## config.mk

```make
export PLATFORM = sky130hd
export DESIGN_NAME = pipe_ctrl_flat
export DESIGN_NICKNAME = d
export VERILOG_FILES = /design/src/rtl/pipe_ctrl_pkg.sv /design/src/rtl/pipe_ctrl_if.sv /design/src/rtl/pipe_ctrl_ret_addr_stack.sv /design/src/rtl/pipe_ctrl.sv /design/src/flat_wrapper.sv
export SDC_FILE = /design/constraint.sdc
export NUM_CORES = 1
export LEC_CHECK = 0
export ABC_AREA = 1
export CAP_MARGIN = 20
export CORE_MARGIN = 1.5
export CORE_UTILIZATION = 56
export DETAILED_ROUTE_END_ITERATION = 8
export GPL_ROUTABILITY_DRIVEN = 0
export PLACE_DENSITY = 0.91
export SLEW_MARGIN = 20
export SYNTH_ARGS = -nofsm -noshare
export SYNTH_HDL_FRONTEND = slang
export SYNTH_SLANG_ARGS = --single-unit
```

## constraint.sdc

```tcl
create_clock -name clk -period 3.2 [get_ports clk]
set_input_delay 0.32 -clock clk [delete_from_list [all_inputs] [get_ports clk]]
set_output_delay 0.32 -clock clk [all_outputs]
set_load 0.01 [all_outputs]
```

## src/rtl/pipe_ctrl_pkg.sv

```systemverilog
// pipe_ctrl_pkg: opcode values, FSM state encoding and RAS default depth.
package pipe_ctrl_pkg;
  localparam logic [3:0] OP_B = 4'hA;
  localparam logic [3:0] OP_CALL = 4'hB;
  localparam logic [3:0] OP_RET = 4'hC;
  localparam logic [1:0] S_RUN = 2'd0;
  localparam logic [1:0] S_MEM_WAIT = 2'd1;
  localparam logic [1:0] S_RET_REDIR = 2'd2;
  localparam int RAS_DEPTH_DEF = 8;
endpackage

```

## src/rtl/pipe_ctrl_if.sv

```systemverilog
// pipe_ctrl_if: decode/resolution inputs and hazard/RAS outputs of the pipeline controller.
interface pipe_ctrl_if #(parameter int PC_W = 16);
  logic id_valid;
  logic [3:0] id_rs1;
  logic [3:0] id_rs2;
  logic id_use_rs1;
  logic id_use_rs2;
  logic ex_valid;
  logic [15:0] ex_instr;
  logic [PC_W-1:0] ex_pc;
  logic ex_is_load;
  logic [3:0] ex_rd;
  logic branch;
  logic mem_busy;
  logic data_hazard;
  logic control_hazard;
  logic if_id_flush;
  logic id_ex_bubble;
  logic ret_valid;
  logic [PC_W-1:0] ret_pc;
  logic ras_ovf;
  logic ras_unf;
  modport master (
    output id_valid, id_rs1, id_rs2, id_use_rs1, id_use_rs2, ex_valid, ex_instr, ex_pc,
           ex_is_load, ex_rd, branch, mem_busy,
    input data_hazard, control_hazard, if_id_flush, id_ex_bubble, ret_valid, ret_pc,
          ras_ovf, ras_unf
  );
  modport slave (
    input id_valid, id_rs1, id_rs2, id_use_rs1, id_use_rs2, ex_valid, ex_instr, ex_pc,
          ex_is_load, ex_rd, branch, mem_busy,
    output data_hazard, control_hazard, if_id_flush, id_ex_bubble, ret_valid, ret_pc,
           ras_ovf, ras_unf
  );
endinterface

```

## src/rtl/pipe_ctrl_ret_addr_stack.sv

```systemverilog
// ret_addr_stack: circular return-address stack; a push when full overwrites the oldest entry.
module ret_addr_stack #(
  parameter int DEPTH = 8,
  parameter int W = 16
) (
  input  logic clk,
  input  logic rst_n,
  input  logic push,
  input  logic pop,
  input  logic [W-1:0] din,
  output logic [W-1:0] dout,
  output logic full,
  output logic empty
);
  localparam int AW = $clog2(DEPTH);
  logic [W-1:0] mem [DEPTH];
  logic [AW-1:0] ptr;
  logic [AW:0] cnt;
  assign full = cnt == (AW+1)'(DEPTH);
  assign empty = cnt == '0;
  assign dout = mem[ptr - AW'(1)];
  always_ff @(posedge clk)
    if (push) mem[ptr] <= din;
  always_ff @(posedge clk) begin
    if (!rst_n) begin
      ptr <= '0;
      cnt <= '0;
    end else if (push) begin
      ptr <= ptr + AW'(1);
      cnt <= full ? cnt : cnt + (AW+1)'(1);
    end else if (pop && !empty) begin
      ptr <= ptr - AW'(1);
      cnt <= cnt - (AW+1)'(1);
    end
  end
endmodule

```

## src/rtl/pipe_ctrl.sv

```systemverilog
// pipe_ctrl: load-use/memory/redirect hazard sequencing plus RET target supply from the RAS.
module pipe_ctrl
  import pipe_ctrl_pkg::*;
#(
  parameter int RAS_DEPTH = RAS_DEPTH_DEF,
  parameter int PC_W = 16
) (
  input logic clk,
  input logic rst_n,
  pipe_ctrl_if.slave bus
);
  logic [1:0] state, state_nx;
  logic [3:0] op;
  logic active, is_call, is_ret, taken_b, load_use, quiet, push, pop;
  logic full, empty, ovf, unf;
  logic [PC_W-1:0] dout, ret_q;
  assign op = bus.ex_instr[15:12];
  // MEM_WAIT with mem_busy low behaves exactly like RUN, so EX is re-evaluated that cycle
  always_comb begin
    active = state != S_RET_REDIR;
    is_call = bus.ex_valid && op == OP_CALL;
    is_ret = bus.ex_valid && op == OP_RET;
    taken_b = bus.ex_valid && op == OP_B && bus.branch;
    load_use = bus.ex_valid && bus.ex_is_load && bus.id_valid &&
               ((bus.id_use_rs1 && bus.id_rs1 == bus.ex_rd) ||
                (bus.id_use_rs2 && bus.id_rs2 == bus.ex_rd));
    quiet = active && !bus.mem_busy;
    push = quiet && is_call;
    pop = quiet && is_ret;
    state_nx = !active ? S_RUN : bus.mem_busy ? S_MEM_WAIT : is_ret ? S_RET_REDIR : S_RUN;
  end
  assign bus.id_ex_bubble = quiet && !is_ret && !is_call && !taken_b && load_use;
  assign bus.data_hazard = (active && bus.mem_busy) || bus.id_ex_bubble;
  assign bus.control_hazard = !active || (quiet && (is_call || taken_b));
  assign bus.if_id_flush = !active;
  assign bus.ret_valid = !active;
  assign bus.ret_pc = ret_q;
  assign bus.ras_ovf = ovf;
  assign bus.ras_unf = unf;
  ret_addr_stack #(.DEPTH(RAS_DEPTH), .W(PC_W)) u_ras (
    .clk(clk),
    .rst_n(rst_n),
    .push(push),
    .pop(pop),
    .din(bus.ex_pc + PC_W'(2)),
    .dout(dout),
    .full(full),
    .empty(empty)
  );
  always_ff @(posedge clk) begin
    if (!rst_n) begin
      state <= S_RUN;
      ret_q <= '0;
      ovf <= 1'b0;
      unf <= 1'b0;
    end else begin
      state <= state_nx;
      if (pop) ret_q <= empty ? '0 : dout;
      if (push && full) ovf <= 1'b1;
      if (pop && empty) unf <= 1'b1;
    end
  end
endmodule

```

## src/flat_wrapper.sv

```systemverilog
// flat-port wrapper written by rule: the top's interface ports become plain ports
module pipe_ctrl_flat import pipe_ctrl_pkg::*;
#(
  parameter int RAS_DEPTH = RAS_DEPTH_DEF,
  parameter int PC_W = 16
)
  (clk, rst_n, bus_id_valid, bus_id_rs1, bus_id_rs2, bus_id_use_rs1, bus_id_use_rs2, bus_ex_valid, bus_ex_instr, bus_ex_pc, bus_ex_is_load, bus_ex_rd, bus_branch, bus_mem_busy, bus_data_hazard, bus_control_hazard, bus_if_id_flush, bus_id_ex_bubble, bus_ret_valid, bus_ret_pc, bus_ras_ovf, bus_ras_unf);
  pipe_ctrl_if #(.PC_W(PC_W)) bus_i ();
  input logic clk;
  input logic rst_n;
  input wire logic [$bits(bus_i.id_valid)-1:0] bus_id_valid;
  input wire logic [$bits(bus_i.id_rs1)-1:0] bus_id_rs1;
  input wire logic [$bits(bus_i.id_rs2)-1:0] bus_id_rs2;
  input wire logic [$bits(bus_i.id_use_rs1)-1:0] bus_id_use_rs1;
  input wire logic [$bits(bus_i.id_use_rs2)-1:0] bus_id_use_rs2;
  input wire logic [$bits(bus_i.ex_valid)-1:0] bus_ex_valid;
  input wire logic [$bits(bus_i.ex_instr)-1:0] bus_ex_instr;
  input wire logic [$bits(bus_i.ex_pc)-1:0] bus_ex_pc;
  input wire logic [$bits(bus_i.ex_is_load)-1:0] bus_ex_is_load;
  input wire logic [$bits(bus_i.ex_rd)-1:0] bus_ex_rd;
  input wire logic [$bits(bus_i.branch)-1:0] bus_branch;
  input wire logic [$bits(bus_i.mem_busy)-1:0] bus_mem_busy;
  output wire logic [$bits(bus_i.data_hazard)-1:0] bus_data_hazard;
  output wire logic [$bits(bus_i.control_hazard)-1:0] bus_control_hazard;
  output wire logic [$bits(bus_i.if_id_flush)-1:0] bus_if_id_flush;
  output wire logic [$bits(bus_i.id_ex_bubble)-1:0] bus_id_ex_bubble;
  output wire logic [$bits(bus_i.ret_valid)-1:0] bus_ret_valid;
  output wire logic [$bits(bus_i.ret_pc)-1:0] bus_ret_pc;
  output wire logic [$bits(bus_i.ras_ovf)-1:0] bus_ras_ovf;
  output wire logic [$bits(bus_i.ras_unf)-1:0] bus_ras_unf;
  assign bus_i.id_valid = bus_id_valid;
  assign bus_i.id_rs1 = bus_id_rs1;
  assign bus_i.id_rs2 = bus_id_rs2;
  assign bus_i.id_use_rs1 = bus_id_use_rs1;
  assign bus_i.id_use_rs2 = bus_id_use_rs2;
  assign bus_i.ex_valid = bus_ex_valid;
  assign bus_i.ex_instr = bus_ex_instr;
  assign bus_i.ex_pc = bus_ex_pc;
  assign bus_i.ex_is_load = bus_ex_is_load;
  assign bus_i.ex_rd = bus_ex_rd;
  assign bus_i.branch = bus_branch;
  assign bus_i.mem_busy = bus_mem_busy;
  assign bus_data_hazard = bus_i.data_hazard;
  assign bus_control_hazard = bus_i.control_hazard;
  assign bus_if_id_flush = bus_i.if_id_flush;
  assign bus_id_ex_bubble = bus_i.id_ex_bubble;
  assign bus_ret_valid = bus_i.ret_valid;
  assign bus_ret_pc = bus_i.ret_pc;
  assign bus_ras_ovf = bus_i.ras_ovf;
  assign bus_ras_unf = bus_i.ras_unf;
  pipe_ctrl #(.RAS_DEPTH(RAS_DEPTH), .PC_W(PC_W)) u_core (.clk(clk), .rst_n(rst_n), .bus(bus_i));
endmodule
```

==> results of run 1 <==
==> synth_stat cells (all sizes together) <==
master,number,share of area (%)
edfxtp,128,58
nand4,6,0.66
xnor2,11,1.6
ha,5,0.95
nor3b,1,0.11
o211ai,32,3.7
nand2,44,2.8
nand3b,1,0.11
a21oi,23,1.7
nor3,7,0.53
clkinv,1,0.13
xor2,9,1.2
nor2,109,6.9
a31oi,1,0.095
nand3,14,1.4
inv,29,1.6
and3b,1,0.13
o21bai,1,0.11
dfxtp,27,8.2
o21a,2,0.23
o22ai,16,1.5
clkbuf,10,0.59
buf,18,2.1
o21ai,73,5.5
==> cell usage in the layout, fill, tap and decap left out, types with 6 or more instances in the layout <==
| master | n |
|---|---|
| a21oi_1 | 23 |
| buf_4 | 16 |
| clkbuf_16 | 17 |
| clkdlybuf4s50_1 | 63 |
| dfxtp_1 | 26 |
| edfxtp_1 | 128 |
| inv_1 | 25 |
| nand2_1 | 40 |
| nand3_1 | 9 |
| nor2_1 | 99 |
| nor2_2 | 6 |
| nor3_2 | 6 |
| o211ai_1 | 31 |
| o21ai_0 | 58 |
| o21ai_1 | 15 |
| o22ai_1 | 16 |
| xnor2_1 | 10 |
| xor2_1 | 9 |
==> cell type report <==
| class | instances | area (um2) |
|---|---|---|
| Sequential cell | 155 | 4390 |
| Fill cell | 749 | 3470 |
| Multi-Input combinational cell | 356 | 1970 |
| Timing Repair Buffer | 80 | 771 |
| Clock buffer | 17 | 425 |
| Tap cell | 143 | 179 |
| Clock inverter | 15 | 149 |
| Inverter | 30 | 118 |
==> per-stage QoR <==
step	power, mW	utilization (%)	setup slack, ns
2_1_floorplan	2.32	-	0.786
3_3_place_gp	2.40	64.7	0.694
3_5_place_dp	2.41	64.7	0.606
4_1_cts	4.30	69.7	0.585
5_1_grt	4.39	69.7	0.267
6_report	4.30	69.7	0.551
==> cells by family (layout without fill, tap and decap cells) <==
family | after synthesis | count (layout) | share of synthesized area, %
AND/OR/NAND/NOR | 183 | 183 | 12.6
AO/OA/AOI/OAI | 148 | 148 | 12.9
buffers and inverters | 58 | 142 | 4.50
adder cells (fa/ha/maj) | 5 | 5 | 0.945
flip-flops | 155 | 155 | 66.2
XOR/XNOR | 20 | 20 | 2.76
==> report_power, final <==
group          internal (mW)  total, mW  switching, mW
Combinational         0.0769      0.178          0.101
Sequential              2.19       2.19        0.00222
Clock                   1.14       1.93          0.783
Total                   3.41       4.30          0.886
==> worst reg2reg max path, cell delays in order, from the launching register on <==
cell	delay [ns]
dfxtp_1	0.54
inv_1	0.17
ha_1	0.68
inv_1	0.43
o21ai_0	0.22
o22ai_1	0.12
o211ai_1	0.25
a21oi_1	0.11
==> worst max path at each step <==
| stage | cells past startpoint | start | to | slack (ns) |
|---|---|---|---|---|
| 2_1_floorplan | 7 | bus_ex_instr[14] | u_core.u_ras.mem[7][0] | 0.79 |
| 3_3_place_gp | 8 | bus_ex_pc[1] | u_core.u_ras.mem[5][13] | 0.69 |
| 3_5_place_dp | 8 | bus_ex_pc[1] | u_core.u_ras.mem[5][13] | 0.61 |
| 4_1_cts | 7 | u_core.u_ras.ptr[1] | u_core.bus.ret_pc[15] | 0.58 |
| 5_1_grt | 7 | u_core.u_ras.ptr[1] | u_core.bus.ret_pc[7] | 0.27 |
| 6_report | 7 | u_core.u_ras.ptr[1] | u_core.bus.ret_pc[15] | 0.55 |
==> layer usage <==
metal  share of wire (%)  GRT usage [%]
met1                  37           28.8
met2                  52           43.0
met3                 9.4           6.21
met4                 2.0           10.4
met5                   0              0
==> flip-flops by register name, indices dropped and copies added, names as in the netlist <==
name                flops
u_core.u_ras.mem      128
u_core.state            2
u_core.bus.ras_ovf      1
u_core.u_ras.ptr        3
u_core.bus.ret_pc      16
u_core.u_ras.cnt        4
u_core.bus.ras_unf      1
==> qor.txt, run 1 <==
outcome = complete, no violations
final cell count without fillers = 796
minimum hold slack = 0.464 ns
Diodes inserted = 0
DRT Pass-1 Iters = 6
max frequency = 377 MHz
width of the die = 112 um
Hold EP = u_core.bus.ras_unf
hold path cells = 1
initial core utilization = 57.7%
Buffers & Inverters on Critical Path = 2
Synthesized Nets = 627
yosys warns = 0
number of H-tree levels = 4
Leak Pwr = 2.71 nW
Clock Tree Buf Depth = 2
PortBufs = 63
Slowest cell on crit path = ha_1
min cycle time layout = 2.65 ns
post_cts resized = 0
# rows = 39
fin crit share = 82.8%
Post-Syn Instances = 569
area grow syn2layout = 20.8%
initial DRC count = 529
GR Overflow Total = 0
RSZ-0062 raised after global routing = no
dpl cells = 764
TritonCTS clock tree = yes
Seq/Total Area, Yosys = 66.2%
Least-Margin Pin Slew = 0.789 ns
peak supply drop = 0.407 mV
Clock transition at path regs = 0.06 ns
Fin. Hold Viols = 0
Yosys cell types = 39
Hold Startpoint = u_core.bus.ras_unf
Remaining DRCs = 0
number of CTS-inserted buffers = 17
Power Dens Cells = 538 nW/um2
Slew Viols, Final = 0
cell mode on critical path = inv_1
Largest stage delay, worst path = 0.68 ns
hpwl dp = 8950 um
post-synthesis cell area = 6620 um2
top-level I/O count = 76
worst flop-to-flop path endpoint = u_core.bus.ret_pc[15]
Worst Path Max Fanout = 17
top cell family by delay on the critical path = adder cells
clock root cell = clkbuf_16
core area = 11,500 um2
flops & latches, synth = 155
Avg Inst Size Synth = 11.6 um2
worst skew pair latency = 0.43 ns
post-CTS setup buffers = 0
Net count, final = 698
share of layout cells above drive strength 1 = 12.6%
relative slew slack = 47.1%
Sum Neg Setup Slack = 0 ns
Antenna Violating Nets Remaining = 0
DR vias/cell = 5.96
WP data required = 3.47 ns
worst setup path category = flop to flop
clock sinks = 155
Routed WL = 14,800 um
max cap viols = 0
CTS Hold Bufs = 0
fin area = 7990 um2
Die Y-Extent = 112 um
Critical Path, Cell by Cell = inv_1 > ha_1 > inv_1 > o21ai_0 > o22ai_1 > o211ai_1 > a21oi_1
DIE AREA = 12,500 um2
CP Launch Type = flop
initial antenna violation count = 0
Layout Skew = 0.0125 ns
worst r2r path cells = 7
Reg2Reg Setup Slack = 0.55 ns
vias in the first global route = 4,616
first-pass GRT wire length = 23,200 um
Data arrival, critical path = 2.92 ns
Post-DP Area = 7420 um2
GRT Total Usage = 24.6%
maximum number of pins on one net before global-route repair = 69
worst hold path type = flop to flop
WL per Instance = 18.6 um
final setup fails = 0
CP Capture Type = flop
reg2reg start = u_core.u_ras.ptr[1]
DR vias = 4,745
Power figures use the tool's default switching activity.
==> run 2, diff against run 1 <==
==> constraint.sdc (replaced) <==
create_clock -name clk -period 2.7 [get_ports clk]
set_input_delay 0.27 -clock clk [delete_from_list [all_inputs] [get_ports clk]]
set_output_delay 0.27 -clock clk [all_outputs]
set_load 0.01 [all_outputs]
==> run 2 against run 1 <==
Effect of this change: utilization down 0.14 points; cell count rose by 0.38%; fmax is 16% higher; count of clock-buffer cells in the layout increased by 1; non-clock buffer count rose by 3; global-route usage down 0.53 points; design area is 0.20% lower; sequential power up 19%; sequential share of layout area is 0.11 points higher; combinational power increased by 17%; routed wire length down 4.2%.
==> qor.txt, run 2 (synthesis gave the netlist of run 1 again) <==
width of the die = 112 um (unchanged)
initial antenna violation count = 0 (unchanged)
Least-Margin Pin Slew = 0.705 ns (-0.0840 ns)
GR Overflow Total = 0 (unchanged)
WL per Instance = 17.8 um (-4.5%)
share of layout cells above drive strength 1 = 13.1% (+0.55 points)
Reg with most FFs = u_core.u_ras.mem
cell mode on critical path = inv_1
WP data required = 3.05 ns (-0.42 ns)
Critical Path, Cell by Cell = inv_1 > ha_1 > inv_1 > o21ai_0 > o22ai_1 > o211ai_1 > a21oi_1
vias in the first global route = 4,655 (+0.84%)
clock root cell = clkbuf_16
max frequency = 439 MHz (+16%)
sw power = 1.07 mW (+20%)
initial core utilization = 57.7% (unchanged)
TritonCTS clock tree = yes
Clock power frac = 43.6% (-1.2 points)
Clock transition at path regs = 0.06 ns (about the same)
number of CTS-inserted buffers = 17 (unchanged)
DIE AREA = 12,500 um2 (unchanged)
Diodes inserted = 0 (unchanged)
commonest non-fill, non-tap cell in the layout = edfxtp_1
post-CTS setup buffers = 0 (unchanged)
Die Y-Extent = 112 um (unchanged)
final setup fails = 0 (unchanged)
Net count, final = 701 (+0.43%)
min cycle time layout = 2.28 ns (-0.372 ns)
CTS Hold Bufs = 0 (unchanged)
first-pass GRT wire length = 22,700 um (-2.4%)
Leak Pwr = 2.73 nW (+0.70%)
PortBufs = 63 (unchanged)
max FFs per register = 128 (unchanged)
minimum hold slack = 0.465 ns (+0.000545 ns)
core area = 11,500 um2 (unchanged)
Layout Skew = 0.00765 ns (-0.00487 ns)
GRT Total Usage = 24.0% (-0.53 points)
DRT Pass-1 Iters = 6 (unchanged)
maximum number of pins on one net before global-route repair = 69 (unchanged)
top-level I/O count = 76 (unchanged)
outcome = complete, no violations
Pint = 3.91 mW (+15%)
RSZ-0062 raised after global routing = no
Largest stage delay, worst path = 0.56 ns (-0.12 ns)
fin crit share = 84.3% (+1.6 points)
Sum Neg Setup Slack = 0 ns (unchanged)
switching share of power = 21.4% (+0.81 points)
clock sinks = 155 (unchanged)
Slowest cell on crit path = dfxtp_1
max cap viols = 0 (unchanged)
initial DRC count = 534 (+0.95%)
part of the power in registers = 52.2% (+1.2 points)
# rows = 39 (unchanged)
Comb power frac = 4.2% (about the same)
Clock Tree Buf Depth = 2 (unchanged)
worst hold path type = flop to flop
Antenna Violating Nets Remaining = 0 (unchanged)
hpwl dp = 8900 um (-0.52%)
Routed WL = 14,200 um (-4.2%)
Remaining DRCs = 0 (unchanged)
worst setup path category = flop to flop
post_cts resized = 0 (unchanged)
number of H-tree levels = 4 (unchanged)
Fin. Hold Viols = 0 (unchanged)
DR vias = 4,681 (-1.3%)
Power Dens Cells = 624 nW/um2 (+16%)
relative slew slack = 52.7% (+5.6 points)
# fillers = 732 (-2.3%)
Slew Viols, Final = 0 (unchanged)
peak supply drop = 0.464 mV (+14%)
Worst Path Max Fanout = 17 (unchanged)
Data arrival, critical path = 2.62 ns (-0.30 ns)
commonest non-fill, non-tap cells in the layout = edfxtp_1, nor2_1, clkdlybuf4s50_1
CP Launch Type = flop
CP Capture Type = flop
area grow syn2layout = 20.5%
worst skew pair latency = 0.42 ns (about the same)
DR vias/cell = 5.86 (-1.7%)
-- run 2: final cells by class --
class	count	area (um2)	share of cell area [%]
inverters	30	118	1.47
multi-input cells	356	1970	24.7
clock inverters	14	109	1.36
flip-flops and latches	155	4390	55.0
clock buffers	18	439	5.51
repair buffers	83	781	9.79
well taps	143	179	2.24
-- run 2: per-layer routing --
| layer | wire [um] | part of all wire, % | vias up | track usage, % |
|---|---|---|---|---|
| met5 | 0 | 0 | - | 0 |
| met4 | 311 | 2.2 | 0 | 12.3 |
| met3 | 1470 | 10 | 23 | 6.10 |
| met2 | 6950 | 49 | 281 | 39.0 |
| met1 | 5460 | 38 | 2181 | 30.1 |
| li1 | - | - | 2196 | - |
-- run 2: through the flow --
step	std cells	total power [mW]	setup slack (ns)	utilization (%)	cell area (um2)
after global placement	767	2.84	0.367	64.8	7430
after detailed placement	767	2.86	0.272	64.8	7430
final	799	4.97	0.423	69.6	7980
after CTS	799	5.00	0.441	69.6	7980
after global routing	799	5.11	0.281	69.6	7980
after floorplan	569	2.75	0.314	-	6620
-- run 2: final timing paths --
| kind | end | depth (start not counted) | slack, ns | startpoint |
|---|---|---|---|---|
| max | u_core.bus.ret_pc[6] | 7 | 0.42 | u_core.u_ras.ptr[1] |
| min | u_core.bus.ret_pc[6] | 2 | 0.46 | u_core.bus.ret_pc[6] |
| max reg2reg | u_core.bus.ret_pc[6] | 7 | 0.42 | u_core.u_ras.ptr[1] |
| min reg2reg | u_core.bus.ret_pc[6] | 2 | 0.46 | u_core.bus.ret_pc[6] |
-- run 2: power by group through the flow --
stage / combinational, mW / clock (mW) / sequential, mW
2_1_floorplan: 0.0997 / 0 / 2.65
3_3_place_gp: 0.196 / 0 / 2.65
3_5_place_dp: 0.207 / 0 / 2.65
4_1_cts: 0.208 / 2.19 / 2.60
5_1_grt: 0.229 / 2.28 / 2.60
6_report: 0.209 / 2.17 / 2.60
-- run 2: critical path: cells and delay by family, from the launching register on --
| family | cells | cell delay [ns] |
|---|---|---|
| buffers and inverters | 2 | 0.60 |
| adder cells (fa/ha/maj) | 1 | 0.34 |
| AO/OA/AOI/OAI | 4 | 0.71 |
| flip-flops | 1 | 0.56 |
